**src/rtl/syn_lb_xtn_router_pkg.sv**
```systemverilog
// Shared definitions for the LB transaction router: FSM encoding,
// default LB widths and the read data returned on error responses.
package syn_lb_xtn_router_pkg;

    // IDLE must encode as 0 so the debug state output is 0 in reset.
    typedef enum logic [1:0] {
        ST_IDLE  = 2'd0,
        ST_ISSUE = 2'd1,
        ST_WAIT  = 2'd2,
        ST_RESP  = 2'd3
    } state_e;

    localparam int          LB_ADDR_W   = 16;
    localparam int          LB_DATA_W   = 32;
    localparam logic [31:0] ERR_RD_DATA = 32'hDEAD_BEEF;

endpackage

```
**src/rtl/syn_lb_tmo_wdog.sv**
```systemverilog
// Response watchdog: the counter is cleared by load_i and advances on
// every en_i cycle. expired_o fires in the P_TMO_CYCLES-th consecutive
// enabled cycle, so the owner spends exactly P_TMO_CYCLES cycles waiting.
module syn_lb_tmo_wdog #(
    parameter int                 P_TMO_W      = 8,
    parameter logic [P_TMO_W-1:0] P_TMO_CYCLES = 8'd200
) (
    input  logic lb_clk_ir,
    input  logic lb_rst_il,
    input  logic load_i,
    input  logic en_i,
    output logic expired_o
);

    localparam logic [P_TMO_W-1:0] LAST_CNT = P_TMO_CYCLES - 1'b1;

    logic [P_TMO_W-1:0] cnt_q;
    logic [P_TMO_W-1:0] cnt_d;

    // Next count: clear on load, otherwise count up and park at the limit.
    always_comb begin
        cnt_d = cnt_q;
        if (load_i) begin
            cnt_d = '0;
        end else if (en_i && (cnt_q != LAST_CNT)) begin
            cnt_d = cnt_q + 1'b1;
        end
    end

    // Counter register.
    always_ff @(posedge lb_clk_ir or negedge lb_rst_il) begin
        if (!lb_rst_il) begin
            cnt_q <= '0;
        end else begin
            cnt_q <= cnt_d;
        end
    end

    assign expired_o = en_i && (cnt_q == LAST_CNT);

endmodule

```
**src/rtl/syn_lb_xtn_router.sv**
```systemverilog
// LB transaction router. Decodes each bridge request onto one of
// P_NUM_SLAVES slave ports, waits for the matching slave response and
// returns it to the bridge as a one-cycle registered valid pulse. A
// watchdog forces an error response so the bridge is always answered.
//
// Handshake: the bridge issues single-cycle rd/wr enable pulses and
// expects exactly one single-cycle valid pulse back per accepted request;
// there is no backpressure, so requests seen outside IDLE are dropped.
module syn_lb_xtn_router
    import syn_lb_xtn_router_pkg::*;
#(
    parameter int                     P_LB_ADDR_W   = LB_ADDR_W,
    parameter int                     P_LB_DATA_W   = LB_DATA_W,
    parameter int                     P_NUM_SLAVES  = 4,
    parameter int                     P_BLK_SEL_W   = 2,
    parameter int                     P_TMO_W       = 8,
    parameter logic [P_TMO_W-1:0]     P_TMO_CYCLES  = 8'd200,
    parameter logic [P_LB_DATA_W-1:0] P_ERR_RD_DATA = ERR_RD_DATA
) (
    input  logic                                 lb_clk_ir,
    input  logic                                 lb_rst_il,
    input  logic                                 lb_rd_en_ih,
    input  logic                                 lb_wr_en_ih,
    input  logic [P_LB_ADDR_W-1:0]               lb_addr_id,
    input  logic [P_LB_DATA_W-1:0]               lb_wr_data_id,
    output logic                                 lb_rd_valid_oh,
    output logic [P_LB_DATA_W-1:0]               lb_rd_data_od,
    output logic                                 lb_wr_valid_oh,
    output logic [P_NUM_SLAVES-1:0]              sl_rd_en_oh,
    output logic [P_NUM_SLAVES-1:0]              sl_wr_en_oh,
    output logic [P_LB_ADDR_W-P_BLK_SEL_W-1:0]   sl_addr_od,
    output logic [P_LB_DATA_W-1:0]               sl_wr_data_od,
    input  logic [P_NUM_SLAVES-1:0]              sl_rd_valid_ih,
    input  logic [P_NUM_SLAVES*P_LB_DATA_W-1:0]  sl_rd_data_id,
    input  logic [P_NUM_SLAVES-1:0]              sl_wr_valid_ih,
    output logic                                 tmo_sticky_oh,
    output logic [7:0]                           err_cnt_od,
    output state_e                               dbg_state_od
);

    localparam int LOC_W  = P_LB_ADDR_W - P_BLK_SEL_W;
    localparam int SEL_N  = 1 << P_BLK_SEL_W;
    localparam int EXT_W  = SEL_N * P_LB_DATA_W;
    localparam logic [P_BLK_SEL_W:0] NUM_SL = P_NUM_SLAVES[P_BLK_SEL_W:0];

    state_e                   state_q, state_d;
    logic [P_BLK_SEL_W-1:0]   sel_q, sel_d;
    logic [LOC_W-1:0]         addr_q, addr_d;
    logic [P_LB_DATA_W-1:0]   wdata_q, wdata_d;
    logic                     is_rd_q, is_rd_d;
    logic [P_LB_DATA_W-1:0]   rd_data_q, rd_data_d;
    logic                     sticky_q, sticky_d;
    logic [7:0]               err_cnt_q, err_cnt_d;

    logic [P_BLK_SEL_W-1:0]   sel_in;
    logic                     mapped;
    logic                     req;
    logic                     match;
    logic                     expired;
    logic                     proto_err;
    logic                     resp_err;
    logic [8:0]               err_sum;

    // Slave vectors padded to the full select range so any sel indexes safely.
    logic [SEL_N-1:0]         rd_vld_ext;
    logic [SEL_N-1:0]         wr_vld_ext;
    logic [EXT_W-1:0]         rd_data_ext;
    logic [SEL_N-1:0]         sel_oh;

    assign sel_in      = lb_addr_id[P_LB_ADDR_W-1 -: P_BLK_SEL_W];
    assign mapped      = ({1'b0, sel_in} < NUM_SL);
    assign req         = lb_rd_en_ih | lb_wr_en_ih;
    assign rd_vld_ext  = SEL_N'(sl_rd_valid_ih);
    assign wr_vld_ext  = SEL_N'(sl_wr_valid_ih);
    assign rd_data_ext = EXT_W'(sl_rd_data_id);
    assign sel_oh      = SEL_N'(1) << sel_q;
    assign match       = is_rd_q ? rd_vld_ext[sel_q] : wr_vld_ext[sel_q];

    syn_lb_tmo_wdog #(
        .P_TMO_W      (P_TMO_W),
        .P_TMO_CYCLES (P_TMO_CYCLES)
    ) u_wdog (
        .lb_clk_ir (lb_clk_ir),
        .lb_rst_il (lb_rst_il),
        .load_i    (state_q == ST_ISSUE),
        .en_i      (state_q == ST_WAIT),
        .expired_o (expired)
    );

    // Next-state, request latching, response data and error accounting.
    always_comb begin
        state_d   = state_q;
        sel_d     = sel_q;
        addr_d    = addr_q;
        wdata_d   = wdata_q;
        is_rd_d   = is_rd_q;
        rd_data_d = rd_data_q;
        sticky_d  = sticky_q;
        proto_err = 1'b0;
        resp_err  = 1'b0;
        unique case (state_q)
            ST_IDLE: begin
                if (req) begin
                    sel_d     = sel_in;
                    addr_d    = lb_addr_id[LOC_W-1:0];
                    wdata_d   = lb_wr_data_id;
                    is_rd_d   = lb_rd_en_ih;
                    proto_err = lb_rd_en_ih & lb_wr_en_ih;
                    if (mapped) begin
                        state_d = ST_ISSUE;
                    end else begin
                        state_d  = ST_RESP;
                        resp_err = 1'b1;
                        if (lb_rd_en_ih) begin
                            rd_data_d = P_ERR_RD_DATA;
                        end
                    end
                end
            end
            ST_ISSUE: begin
                state_d = ST_WAIT;
            end
            ST_WAIT: begin
                // A matching valid in the expiry cycle takes priority.
                if (match) begin
                    state_d = ST_RESP;
                    if (is_rd_q) begin
                        rd_data_d = rd_data_ext[sel_q*P_LB_DATA_W +: P_LB_DATA_W];
                    end
                end else if (expired) begin
                    state_d  = ST_RESP;
                    resp_err = 1'b1;
                    if (is_rd_q) begin
                        rd_data_d = P_ERR_RD_DATA;
                    end
                end
            end
            ST_RESP: begin
                state_d = ST_IDLE;
            end
            default: begin
                state_d = ST_IDLE;
            end
        endcase
        if ((state_q != ST_IDLE) && req) begin
            proto_err = 1'b1;
        end
        if (resp_err) begin
            sticky_d = 1'b1;
        end
        // Timeout/unmapped and a protocol error may land in the same cycle.
        err_sum   = {1'b0, err_cnt_q} + {8'd0, proto_err} + {8'd0, resp_err};
        err_cnt_d = err_sum[8] ? 8'hFF : err_sum[7:0];
    end

    // State and datapath registers.
    always_ff @(posedge lb_clk_ir or negedge lb_rst_il) begin
        if (!lb_rst_il) begin
            state_q   <= ST_IDLE;
            sel_q     <= '0;
            addr_q    <= '0;
            wdata_q   <= '0;
            is_rd_q   <= 1'b0;
            rd_data_q <= '0;
            sticky_q  <= 1'b0;
            err_cnt_q <= '0;
        end else begin
            state_q   <= state_d;
            sel_q     <= sel_d;
            addr_q    <= addr_d;
            wdata_q   <= wdata_d;
            is_rd_q   <= is_rd_d;
            rd_data_q <= rd_data_d;
            sticky_q  <= sticky_d;
            err_cnt_q <= err_cnt_d;
        end
    end

    // Outputs are decoded purely from registers, so they are glitch-free.
    assign sl_rd_en_oh    = ((state_q == ST_ISSUE) &&  is_rd_q) ? sel_oh[P_NUM_SLAVES-1:0] : '0;
    assign sl_wr_en_oh    = ((state_q == ST_ISSUE) && !is_rd_q) ? sel_oh[P_NUM_SLAVES-1:0] : '0;
    assign sl_addr_od     = addr_q;
    assign sl_wr_data_od  = wdata_q;
    assign lb_rd_valid_oh = (state_q == ST_RESP) &&  is_rd_q;
    assign lb_wr_valid_oh = (state_q == ST_RESP) && !is_rd_q;
    assign lb_rd_data_od  = rd_data_q;
    assign tmo_sticky_oh  = sticky_q;
    assign err_cnt_od     = err_cnt_q;
    assign dbg_state_od   = state_q;

endmodule

```
**config.mk**
```make
export PLATFORM = sky130hd
export DESIGN_NAME = syn_lb_xtn_router
export DESIGN_NICKNAME = d
export VERILOG_FILES = /design/src/rtl/syn_lb_xtn_router_pkg.sv /design/src/rtl/syn_lb_tmo_wdog.sv /design/src/rtl/syn_lb_xtn_router.sv
export SDC_FILE = /design/constraint.sdc
export NUM_CORES = 1
export LEC_CHECK = 0
export CORE_MARGIN = 4
export CORE_UTILIZATION = 34
export DETAILED_ROUTE_END_ITERATION = 10
export PLACE_DENSITY_LB_ADDON = 0.05
export SLEW_MARGIN = 5
export SYNTH_ARGS = -nofsm -noshare
export SYNTH_HDL_FRONTEND = slang
export SYNTH_HIERARCHICAL = 1
export SYNTH_SLANG_ARGS = --single-unit
```
**constraint.sdc**
```tcl
create_clock -name lb_clk_ir -period 2.68 [get_ports lb_clk_ir]
set_clock_uncertainty 0.1 [all_clocks]
set_input_delay 0.402 -clock lb_clk_ir [delete_from_list [all_inputs] [get_ports lb_clk_ir]]
set_output_delay 0.402 -clock lb_clk_ir [all_outputs]
set_load 0.02 [all_outputs]
```
==> results of run 1 <==
## synthesized netlist by cell type (2+ instances only)
library cell	instances
nor2_1	11
o22a_1	24
a22o_1	8
o21ai_0	2
xnor2_1	3
clkbuf_1	8
mux2i_1	2
a21oi_1	6
nand2b_1	8
inv_1	5
buf_6	3
and3_1	5
xor2_1	2
nor2b_1	3
buf_2	7
ha_1	7
nor3_1	5
buf_1	2
mux2_2	49
mux4_2	34
mux2_4	2
nand2_1	12
nand3_1	5
a31oi_1	2
dfrtp_1	100
## path summary, 6_finish.rpt
kind	startpoint	slack, ns	endpoint	cells after the start
worst max-delay path	sl_rd_valid_ih[2]	0.05	err_cnt_od[6]	11
worst min-delay path	tmo_sticky_oh	0.39	tmo_sticky_oh	1
worst max register to register	sel_q[0]	0.08	err_cnt_od[6]	10
worst min register to register	tmo_sticky_oh	0.39	tmo_sticky_oh	1
max in group asynchronous	lb_rst_il	1.13	sel_q[0]	3
min in group asynchronous	lb_rst_il	0.49	lb_rd_data_od[24]	2
## timing repair
action,CTS,global route
pin swaps,0,4
hold buffers,1,0
endpoints found under the setup margin,12,12
endpoints found under the hold margin,41,0
resized for setup,5,15
setup buffers,0,2
## area by class of cell
type	count	area [um2]
fill	1134	5482
timing repair buffer	310	3065
sequential	100	2505
multi-input combinational	208	2335
clock buffer	12	256.5
tap	180	225.2
clock inverter	4	47.55
inverter	5	18.77
## flip-flops by register name, indices dropped and copies added (netlist names)
signal and cells:
err_cnt_od 8, lb_rd_data_od 32, sl_addr_od 14, tmo_sticky_oh 1, sl_wr_data_od 32, is_rd_q 1
dbg_state_od 2, u_wdog/cnt_q 8, sel_q 2
## metrics by stage
step / area (um2) / setup TNS [ns] / total power, mW / hold slack (ns) / util, %
2_1_floorplan: 4877 / 0 / 5.637 / 0.006409 / -
3_3_place_gp: 8031 / -2.600 / 7.959 / 0.3398 / 57.64
3_5_place_dp: 8031 / -3.280 / 8.042 / 0.3380 / 57.64
4_1_cts: 8366 / 0 / 9.446 / 0.3913 / 60.03
5_1_grt: 8453 / -0.1363 / 9.929 / 0.4190 / 60.66
6_report: 8453 / 0 / 9.365 / 0.3874 / 60.66
## critical path: stages
cell and delay (ns):
clkdlybuf4s50_1 0.40, mux4_2 0.48, mux2i_1 0.19, buf_4 0.15, and3_4 0.19, fa_2 0.23, ha_4 0.14, and3_4 0.18
and3_4 0.21, nor2b_4 0.14, a21oi_2 0.05
## kinds of logic after synthesis
logic type	count (synthesis)
mux	87
flops	100
compound gates	49
fa+ha+maj	9
xor+xnor	5
simple gates	58
buf+inv	26
## routing by layer
layer	vias up	wire length [um]	track usage [%]
li1	1867	-	-
met1	2028	5731	21.29
met2	161	8736	36.41
met3	19	1360	7.875
met4	0	306	5.368
met5	-	0	0
## power breakdown
part	switching, mW	internal (mW)
Combinational	2.43	2.92
Sequential	0.462	2.23
Clock	0.546	0.772
Total	3.44	5.92
==> summary.md, run 1 <==
| Metric | Value |
|---|---|
| Die X | 127.7 um |
| DR vias | 4075 |
| Worst-skew pair later-pin latency | 0.34 ns |
| CP Class | input pin to register |
| Initial Util | 34.97% |
| Final std cells w/o fill | 819 |
| Most frequent cells in the layout | clkdlybuf4s50_1 (285), dfrtp_1 (98), mux2_2 (48) |
| Gr usage total | 19.92% |
| Dpl ws | -0.4411 ns |
| H-tree levels | 3 |
| Total grt overflow | 0 |
| Peak Freq | 380.3 MHz |
| Final worst slack | 0.05053 ns |
| Seq/Total Area, Yosys | 51.35% |
| Placeable Area | 13930 um2 |
| Post-Synth Simple-Gate Area | 6.316% |
| WP data arrival | 2.76 ns |
| Port Buffers | 286 |
| Maximum clock insertion buffer count | 2 |
| Syn_area_per_cell | 14.59 um2 |
| Mux share of post-synthesis cell area | 28.06% |
| Clock root cell | clkbuf_16 |
| Die Area | 16310 um2 |
| Post-Synth Adder-Cell Area | 2.413% |
| Clock transition at the registers of the reported paths | 0.07 ns |
| Clk sinks | 100 |
| Yosys cell types | 44 |
| Seq cells post-synth | 100 |
| TritonCTS clock tree | done |
| Top-level port count | 287 |
| Post-synth EDFFs | 0 |
| Area contributors post-synth | dfrtp_1 (51%), mux4_2 (16%), mux2_2 (11%) |
| Ys Warns | 6 |
| Diodes inserted | 0 |
| Peak supply drop | 0.0007055 V |
| Post-synth top area share | 51.35% |
| Post-layout min period | 2.629 ns |
| Final Setup Violations | 0 |
| CTS Buf Count | 9 |
| Syn Nets | 530 |
| Async S/R FF share, synth | 100.0% |
| Slew margin rel. | 60.87% |
| Final cycle utilization of the critical path | 98.11% |
| Worst-Margin Slew | 0.5869 ns |
| Synth Area in XOR/XNOR | 0.8986% |
| Number of max-cap violations | 0 |
| Routed vias/inst | 4.976 |
| Layout cells sized above 1 | 22.69% |
| DRT iter0 DRCs | 110 |
| Status | finished, final reports clean |
| Fin. Hold Viols | 0 |
| DR WL/cell | 19.70 um |
| # rows | 43 |
| Hold WC Path Type | register to register |
| Crit start category | input pin |
| Die Ht | 127.7 um |
| CP Max Fanout | 3 |
| Critical Path RT | 2.81 ns |
| Most common cell after layout, fill and taps aside | clkdlybuf4s50_1 |
| Yosys top cell by area | dfrtp_1 |
| Final WL | 16130 um |
| Slew Viols, Final | 0 |
| Largest net degree at the start of global routing | 50 |
| Cells after DPL | 800 |
| First-pass GRT wire length | 24780 um |
| 1st-pass router iterations | 4 |
| Vias in the first global route | 4575 |
| Number of nets in the layout | 830 |
| Critical Path Sink Type | register |
| Layout area overhead | 73.45% |
| RePlAce Congestion | 0.7936 |
| RSZ-0062 raised after global routing | true |
| Pleak | 3.355 nW |
| # DRC | 0 |
| Dominant synthesized flop cell | dfrtp_1 |
| Main combinational cell family by area after synthesis | multiplexers |
| HPWL Detailed | 12890 um |
| Routed Antenna Nets | 0 |
| Post-Syn Area | 4873 um2 |
| Power Dens Cells | 1108 nW/um2 |
| Initial antenna violation count | 0 |
| Post-Synthesis Cells | 334 |
| Compound-Gate Fraction of Synth Area | 8.241% |
(Power assumes the default switching activity.)
==> inputs of run 2 (changes only) <==
--- a/config.mk
+++ b/config.mk
@@ -5,8 +5,10 @@
 export SDC_FILE = /design/constraint.sdc
 export NUM_CORES = 1
 export LEC_CHECK = 0
+export CAP_MARGIN = 25
 export CORE_MARGIN = 4
-export CORE_UTILIZATION = 34
+export CORE_UTILIZATION = 35
+export CTS_BUF_LIST = sky130_fd_sc_hd__clkbuf_8
 export DETAILED_ROUTE_END_ITERATION = 10
 export PLACE_DENSITY_LB_ADDON = 0.05
 export SLEW_MARGIN = 5
==> summary.md, run 2 (synthesis results as in run 1) <==
| Metric | Value |
|---|---|
| Power Dens Cells | 1074 nW/um2 (-3.1%) |
| Routed vias/inst | 5.029 (+1.1%) |
| First-pass GRT wire length | 24650 um (-0.50%) |
| Total grt overflow | 0 (unchanged) |
| WP data arrival | 2.77 ns (about the same) |
| CTS Buf Count | 9 (unchanged) |
| Clock root cell | clkbuf_8 |
| Gr usage total | 20.01% (+0.089 points) |
| Critical Path RT | 2.84 ns (+0.03 ns) |
| Worst Hold Path EP | lb_rd_data_od[30] |
| Placeable Area | 13450 um2 (-3.5%) |
| Reg2reg start | sel_q[0] |
| TritonCTS clock tree | done |
| Dpl ws | -0.4261 ns (+0.01505 ns) |
| Layout area overhead | 71.07% |
| Largest net degree at the start of global routing | 50 (unchanged) |
| Slew margin rel. | 58.06% (-2.8 points) |
| Critical Path Sink Type | register |
| RePlAce Congestion | 0.8128 (+2.4%) |
| R2R Path End | err_cnt_od[6] |
| Worst Reg-to-Reg Cells | 10 (unchanged) |
| Setup TNS | 0 ns (unchanged) |
| Peak supply drop | 0.0006959 V (-1.4%) |
| Final cycle utilization of the critical path | 97.25% (-0.87 points) |
| Diodes inserted | 0 (unchanged) |
| Crit start category | register |
| Maximum clock insertion buffer count | 2 (unchanged) |
| DRT iter0 DRCs | 170 (+55%) |
| Core Util, Final | 61.97% (+1.3 points) |
| Top-level port count | 287 (unchanged) |
| Die X | 126 um (-1.4%) |
| Hold WC Path Type | register to register |
| Clock transition at the registers of the reported paths | 0.09 ns (+0.02 ns) |
| Pleak | 3.326 nW (-0.86%) |
| Clk sinks | 100 (unchanged) |
| Worst-Margin Slew | 0.6291 ns (+0.04214 ns) |
| 1st-pass router iterations | 4 (unchanged) |
| Port Buffers | 286 (unchanged) |
| Layout cells sized above 1 | 22.78% (+0.085 points) |
| Routed Antenna Nets | 0 (unchanged) |
| Final worst slack | 0.07377 ns (+0.02324 ns) |
| Status | finished, final reports clean |
| Final WL | 15900 um (-1.4%) |
| Reg2reg setup slack | 0.07 ns (about the same) |
| # rows | 42 (-2.3%) |
| Most common cell after layout, fill and taps aside | clkdlybuf4s50_1 |
| # DRC | 0 (unchanged) |
| Pwr Total | 8.952 mW (-4.4%) |
| Initial Util | 36.23% (+1.3 points) |
| Hold path startpoint | lb_rd_data_od[30] |
| Initial antenna violation count | 0 (unchanged) |
| Slew Viols, Final | 0 (unchanged) |
| Die Area | 15880 um2 (-2.7%) |
| Peak Freq | 383.7 MHz (+0.89%) |
| DR vias | 4109 (+0.83%) |
| CP Max Fanout | 4 (+1) |
| Final Setup Violations | 0 (unchanged) |
| DR WL/cell | 19.46 um (-1.2%) |
| HPWL Detailed | 12890 um (about the same) |
| Die Ht | 126 um (-1.4%) |
| Post-layout min period | 2.606 ns (-0.02324 ns) |
| RSZ-0062 raised after global routing | true |
| Number of max-cap violations | 0 (unchanged) |
| Hold Path Stages | 1 (unchanged) |
| Most frequent cells in the layout | clkdlybuf4s50_1 (284), dfrtp_1 (97), mux2_2 (49) |
| H-tree levels | 3 (unchanged) |
| Number of nets in the layout | 833 (+0.36%) |
| Worst-skew pair later-pin latency | 0.37 ns (+0.03 ns) |
| CP Class | register to register |
| Vias in the first global route | 4596 (+0.46%) |
| Fin. Hold Viols | 0 (unchanged) |
[run 2: cell types whose count changed in the layout (fill, tap and decap cells not counted), moves of 2 or more]
cell	delta
clkbuf_8	+6
clkinvlp_4	+2
buf_4	+3
inv_1	+2
clkbuf_16	-9
clkinv_2	-2
[run 2: worst max-delay path: stages, from the launching register on]
cell and delay [ns]:
dfrtp_2 0.43, mux4_2 0.53, mux2i_1 0.15, buf_4 0.14, and3_4 0.19, fa_2 0.23
ha_4 0.15, and3_4 0.18, and3_4 0.21, nor2b_4 0.14, a21oi_2 0.05
[run 2: area by class of cell]
| type | count | area (um2) |
|---|---|---|
| clock buffer | 9 | 123.9 |
| clock inverter | 6 | 60.06 |
| fill | 1129 | 5116 |
| inverter | 5 | 18.77 |
| multi-input combinational | 208 | 2316 |
| sequential | 100 | 2506 |
| tap | 176 | 220.2 |
| timing repair buffer | 313 | 3092 |
[run 2: routing by layer]
metal	part of all wire [%]	vias to the layer above	GRT usage, %
met5	0	-	0
met4	2.6	0	5.804
met3	8.0	25	8.298
met2	55	153	36.81
met1	35	2056	20.81
li1	-	1875	-
[run 2: per-stage QoR]
step           hold WS [ns]  std cells  area [um2]
5_1_grt              0.4283        817        8337
3_5_place_dp         0.3637        798        8041
3_3_place_gp         0.3577        798        8041
6_report             0.4054        817        8337
2_1_floorplan      0.006409        334        4877
4_1_cts              0.4145        814        8254
[run 2: power breakdown]
group	internal, mW	switching (mW)
Clock	0.420	0.502
Sequential	2.23	0.451
Combinational	2.94	2.40
[run 2: what timing repair did]
| action | CTS | global route |
|---|---|---|
| hold buffers | 1 | 0 |
| pin swaps | 0 | 4 |
| endpoints found under the setup margin | 11 | 14 |
| setup buffers | 0 | 3 |
| resized for setup | 5 | 15 |
| endpoints found under the hold margin | 46 | 0 |
[run 2: how the worst max path moves through the flow]
stage                          end               from  cells past startpoint  slack, ns
finish               err_cnt_od[6]           sel_q[0]                     10       0.07
floorplan            err_cnt_od[0]    dbg_state_od[0]                     11       0.05
global placement     err_cnt_od[4]  sl_rd_valid_ih[2]                     11      -0.35
global route         err_cnt_od[6]           sel_q[0]                     10      -0.02
detailed placement   err_cnt_od[2]  sl_rd_valid_ih[2]                     11      -0.43
CTS                 sl_wr_en_oh[2]           sel_q[1]                      4       0.03
==> inputs of run 3 (changes only) <==
--- a/config.mk
+++ b/config.mk
@@ -5,6 +5,7 @@
 export SDC_FILE = /design/constraint.sdc
 export NUM_CORES = 1
 export LEC_CHECK = 0
+export ABC_CLOCK_PERIOD_IN_PS = 2680
 export CAP_MARGIN = 25
 export CORE_MARGIN = 4
 export CORE_UTILIZATION = 35
==> results of run 3 <==
Same layout as run 2: the final DEF is identical, and so are final timing and power.
